File: config.mk
export PLATFORM = sky130hd
export DESIGN_NAME = rf_read_stage
export DESIGN_NICKNAME = d
export VERILOG_FILES = /design/src/rtl/rf_read_stage.sv
export SDC_FILE = /design/constraint.sdc
export NUM_CORES = 1
export LEC_CHECK = 0
export CAP_MARGIN = 20
export CELL_PAD_IN_SITES_DETAIL_PLACEMENT = 0
export CELL_PAD_IN_SITES_GLOBAL_PLACEMENT = 2
export CORE_AREA = 5 5 473 475
export CTS_CLUSTER_SIZE = 28
export DETAILED_ROUTE_END_ITERATION = 10
export DIE_AREA = 0 0 478 480
export PLACE_DENSITY = 0.39
export SLEW_MARGIN = 5
export SYNTH_ARGS = -nofsm -noshare
export SYNTH_HDL_FRONTEND = slang
export SYNTH_SLANG_ARGS = --single-unit
File: constraint.sdc
create_clock -name clk -period 2.7 [get_ports clk]
set_clock_uncertainty 0.05 [all_clocks]
set_input_delay 0.405 -clock clk [delete_from_list [all_inputs] [get_ports clk]]
set_output_delay 0.405 -clock clk [all_outputs]
set_load 0.01 [all_outputs]
File: src/rtl/rf_read_stage.sv
// Register-file read stage: picks rs1/rs2 operands (with write-back bypass),
// holds one entry for execute and keeps it coherent with write-backs while stalled.
module rf_read_stage #(
    parameter int unsigned DATA_WIDTH = 32,
    parameter int unsigned ADDR_WIDTH = 5,
    parameter int unsigned PC_WIDTH   = 32
) (
    input  logic                                      clk,
    input  logic                                      rst,
    input  logic [(1 << ADDR_WIDTH)*DATA_WIDTH-1:0]   rf_q,
    input  logic                                      wb_en,
    input  logic [ADDR_WIDTH-1:0]                     wb_addr,
    input  logic [DATA_WIDTH-1:0]                     wb_data,
    input  logic                                      in_valid,
    output logic                                      in_ready,
    input  logic [ADDR_WIDTH-1:0]                     in_rs1,
    input  logic [ADDR_WIDTH-1:0]                     in_rs2,
    input  logic [PC_WIDTH-1:0]                       in_pc,
    input  logic                                      flush,
    output logic                                      out_valid,
    input  logic                                      out_ready,
    output logic [DATA_WIDTH-1:0]                     out_rs1,
    output logic [DATA_WIDTH-1:0]                     out_rs2,
    output logic [PC_WIDTH-1:0]                       out_pc
);

    localparam int unsigned NUM_REGS = 1 << ADDR_WIDTH;

    logic [DATA_WIDTH-1:0] rf_arr [NUM_REGS];

    logic                  valid_q, valid_d;
    logic [ADDR_WIDTH-1:0] idx1_q, idx1_d, idx2_q, idx2_d;
    logic [DATA_WIDTH-1:0] op1_q, op1_d, op2_q, op2_d;
    logic [PC_WIDTH-1:0]   pc_q, pc_d;

    logic                  accept_c;
    logic                  hold_wb_c;
    logic [DATA_WIDTH-1:0] sel1_c, sel2_c;

    // x0 reads zero; otherwise a same-cycle write-back wins over the file output
    function automatic logic [DATA_WIDTH-1:0] sel_operand(
        input logic [ADDR_WIDTH-1:0] r,
        input logic [DATA_WIDTH-1:0] file_val,
        input logic                  we,
        input logic [ADDR_WIDTH-1:0] wa,
        input logic [DATA_WIDTH-1:0] wd
    );
        logic [DATA_WIDTH-1:0] v;
        if (r == '0)
            v = '0;
        else if (we && (wa == r))
            v = wd;
        else
            v = file_val;
        return v;
    endfunction

    always_comb begin
        for (int unsigned i = 0; i < NUM_REGS; i++)
            rf_arr[i] = rf_q[i*DATA_WIDTH +: DATA_WIDTH];
    end

    assign in_ready  = !valid_q || out_ready;
    assign accept_c  = in_valid && in_ready && !flush;
    assign hold_wb_c = valid_q && !out_ready && wb_en && (wb_addr != '0);

    assign sel1_c = sel_operand(in_rs1, rf_arr[in_rs1], wb_en, wb_addr, wb_data);
    assign sel2_c = sel_operand(in_rs2, rf_arr[in_rs2], wb_en, wb_addr, wb_data);

    // Next entry: flush beats accept, accept beats drain, stall refreshes operands
    always_comb begin
        valid_d = valid_q;
        idx1_d  = idx1_q;
        idx2_d  = idx2_q;
        op1_d   = op1_q;
        op2_d   = op2_q;
        pc_d    = pc_q;
        if (flush) begin
            valid_d = 1'b0;
        end else if (accept_c) begin
            valid_d = 1'b1;
            idx1_d  = in_rs1;
            idx2_d  = in_rs2;
            op1_d   = sel1_c;
            op2_d   = sel2_c;
            pc_d    = in_pc;
        end else if (valid_q && out_ready) begin
            valid_d = 1'b0;
        end else if (hold_wb_c) begin
            if (idx1_q == wb_addr) op1_d = wb_data;
            if (idx2_q == wb_addr) op2_d = wb_data;
        end
    end

    always_ff @(posedge clk or negedge rst) begin
        if (!rst) begin
            valid_q <= 1'b0;
            idx1_q  <= '0;
            idx2_q  <= '0;
            op1_q   <= '0;
            op2_q   <= '0;
            pc_q    <= '0;
        end else begin
            valid_q <= valid_d;
            idx1_q  <= idx1_d;
            idx2_q  <= idx2_d;
            op1_q   <= op1_d;
            op2_q   <= op2_d;
            pc_q    <= pc_d;
        end
    end

    assign out_valid = valid_q;
    assign out_rs1   = op1_q;
    assign out_rs2   = op2_q;
    assign out_pc    = pc_q;

endmodule

==> key figures <==
Status
  – Run status: complete, no violations

Synthesis
  – Synth Area per Inst: 12.1 sq um
  – Post-Syn Area: 20,700 sq um
  – Sequential-to-total area share from yosys stat: 0.130
  – Post-Synthesis Cells: 1,704
  – Synthesis warning total: 0
  – Fraction of synthesized cell area taken by the top area cell type: 0.469
  – Number of synthesized register bits: 107
  – Distinct cells, synth: 45
  – FFs w/ async S/R, synth: 1.00
  – Dominant cells by area after synthesis: mux4_2 47%, dfrtp_1 13%, mux2i_1 12%, o22ai_1 2.6%, a22oi_1 2.6%
  – Most used DFF post-synth: dfrtp_1
  – Synth Net Count: 2,813
  – Most frequent cell after synthesis: mux4_2
  – Largest area contributor in the netlist: mux4_2
  – Post-synth EDFFs: 0
  – Top cells by count, synth: 430 x mux4_2, 247 x mux2i_1, 107 x dfrtp_1, 87 x o22ai_1, 85 x buf_2

Final layout
  – Layout cell share with drive strength beyond 1: 0.289
  – Area delta synth->final: 91.9%
  – Final #Nets: 4,147
  – Fill cells: 24,106

Clock tree
  – CTS max path bufs: 2
  – Post-CTS Repair Setup Buffers: 0
  – CTS tree: yes
  – Clock Sinks: 107
  – Clock transition at path regs: 0.08 ns
  – Clock Latency Late Sink: 0.40 ns
  – Root buf cell: clkbuf_16
  – CTS Buf Count: 9
  – H-Tree Depth: 3

Worst setup path
  – Maximum fanout along the worst path: 24
  – Cell-by-cell trace of the critical path: clkdlybuf4s50_1, buf_4, buf_12, nor2b_1, buf_4, buf_4, nand2b_4, buf_12, o22ai_1, nor4_1, a221o_1
  – Cells on worst reg2reg path: 8
  – Worst path required time: 2.99 ns
  – Arr. time, crit path: 2.96 ns
  – Crit path kind: primary input to flip-flop
  – Delay of the slowest cell on the worst path: 0.61 ns
  – CP endpoint kind: flip-flop
  – Crit path launch type: primary input
  – Critical path's slowest cell: nor4_1
  – Crit Reg-Reg Startpoint: out_valid$_DFFE_PN0P_
  – CP startpoint: in_rs2[3]
  – Crit-path most repeated cell: buf_4

STA
  – Slew of the pin with the lowest slew margin: 0.842 ns
  – RSZ-0062 raised after global routing: false
  – Slew Limit Fails: 0
  – Fin crit share: 0.989
  – FMAX: 0.374 GHz
  – Post-layout min period: 2.67 ns
  – Number of setup violations in the final report: 0
  – Final hold violations: 0
  – Hold WS: 0.460 ns
  – Worst rel slew slack: 0.424

Floorplanning
  – Die area: 229,000 sq um
  – Core box area: 219,000 sq um
  – Die width: 478 microns
  – Die Y: 480 microns
  – Site row count: 172
  – Initial Utilization: 0.0944
  – Top Ports: 1,207

Global routing
  – Initial antenna violation count: 204
  – First-pass GRT wire length: 301,000 microns
  – Largest net degree at the start of global routing: 45
  – Vias in the first global route: 26,204
  – Gr ovfl total: 0
  – Global Route Usage Sum: 0.200

Detailed routing
  – Drt drc: 0
  – First-pass iteration count of the detailed router: 5
  – Routed WL: 240,000 microns
  – Drt via density: 4.14
  – Post-route ant nets: 0
  – Vias: 24,651
  – Drt wl/cell: 40.3 microns
  – DR iter-0 viols: 1,633

Placed design
  – Global placement routability congestion: 0.828
  – Port Buffers: 1,206
  – Dpl hpwl: 211,000 microns

Pwr
  – Worst IR Drop VDD: 0.328 mV
  – Power per standard cell area: 285 nW/um^2
  – P_leak: 14.0 nW
  – Power Total: 11.3 mW

Job
  – Reported max-cap violation count: 0

Hold path
  – Min-delay src: out_pc[2]$_DFFE_PN0P_
  – Hold/Removal Path Class: flip-flop to flip-flop
  – Hold depth: 1
==> area by class of cell <==
class / count / area, sq um / area share
diodes: 36 / 90.1 / 0.00227
clock buffers: 11 / 243 / 0.00612
clock inverters: 5 / 42.5 / 0.00107
inverters: 2 / 7.51 / 0.000189
multi-input cells: 1369 / 17000 / 0.429
flip-flops and latches: 107 / 2680 / 0.0675
well taps: 2871 / 3590 / 0.0906
repair buffers: 1549 / 16000 / 0.403
==> final timing paths <==
kind                       slack, ns                 endpoint
setup / recovery                0.03  out_rs2[30]$_DFFE_PN0P_
setup reg to reg                0.23   out_rs1[6]$_DFFE_PN0P_
max in group asynchronous       1.30   out_pc[22]$_DFFE_PN0P_
hold reg to reg                 0.46    out_pc[2]$_DFFE_PN0P_
min in group asynchronous       0.47   out_rs1[1]$_DFFE_PN0P_
hold / removal                  0.46    out_pc[2]$_DFFE_PN0P_
==> cell families (layout without fill, tap and decap cells) <==
kind of cell,after synthesis,in the layout,share of synthesized area
multiplexers,718,718,0.611
XOR/XNOR,20,20,0.00848
AND/OR/NAND/NOR,200,200,0.0477
buffers and inverters,228,1567,0.0595
flip-flops,107,107,0.130
other,0,36,0
AO/OA/AOI/OAI,431,431,0.144
==> timing repair <==
action                                  4_1_cts  5_1_grt
endpoints found under the hold margin        36        0
hold buffers                                  1        0
resized for setup                             6        9
endpoints found under the setup margin        6       21
==> power breakdown <==
| part | internal [mW] | switching (mW) |
|---|---|---|
| logic | 4.22 | 3.54 |
| clock network | 0.668 | 0.765 |
| registers | 1.90 | 0.204 |
| total | 6.78 | 4.51 |
==> cells in the final DEF (no fill, tap or decap), types with 3 or more instances in the layout <==
master / count
dfrtp_1: 107
o21ai_1: 9
a22oi_1: 72
a221o_1: 31
nor2b_4: 3
nand2_1: 52
nand2_4: 3
o221ai_1: 32
nor3_1: 9
a21oi_1: 72
clkbuf_16: 9
buf_4: 233
a21boi_1: 9
mux2i_1: 247
o22ai_1: 85
mux2_2: 41
buf_2: 5
a211oi_1: 15
diode_2: 36
nor4_4: 3
xnor2_1: 12
nor2_1: 53
xor2_1: 8
mux4_2: 430
nor4_1: 24
nor4_2: 14
buf_8: 4
clkdlybuf4s50_1: 1197
a22o_1: 39
buf_12: 107
nand3_1: 17
o21ai_0: 53
a2111oi_0: 5
==> state kept, by name, indices dropped and copies added, names as in the netlist <==
name and count:
out_pc 32, out_rs1 32, out_rs2 32, idx1_q 5, idx2_q 5, out_valid 1
==> metrics by stage <==
stage          TNS (ns)  setup WS [ns]  cell area [sq um]  cells   util
2_1_floorplan         0          0.488              20700   1704      -
3_3_place_gp     -27.51          -1.18              39000   5884  0.178
3_5_place_dp     -16.88         -0.710              39200   5897  0.179
4_1_cts               0        0.00190              39500   5914  0.181
5_1_grt               0        0.00124              39600   5920  0.181
6_report              0         0.0294              39700   5950  0.181
==> worst max-delay path: cells and delay by family <==
family	cells	cell delay, ns
AND/OR/NAND/NOR	3	0.82
AO/OA/AOI/OAI	2	0.38
buffers and inverters	6	1.28
==> metal layers <==
metal | up-vias | global-route usage | part of all wire
met5 | - | 0 | 0.0030
met4 | 118 | 0.0214 | 0.012
met3 | 300 | 0.0732 | 0.092
met2 | 1318 | 0.338 | 0.47
met1 | 12743 | 0.252 | 0.42
li1 | 10172 | - | -
(Power assumes the default switching activity.)
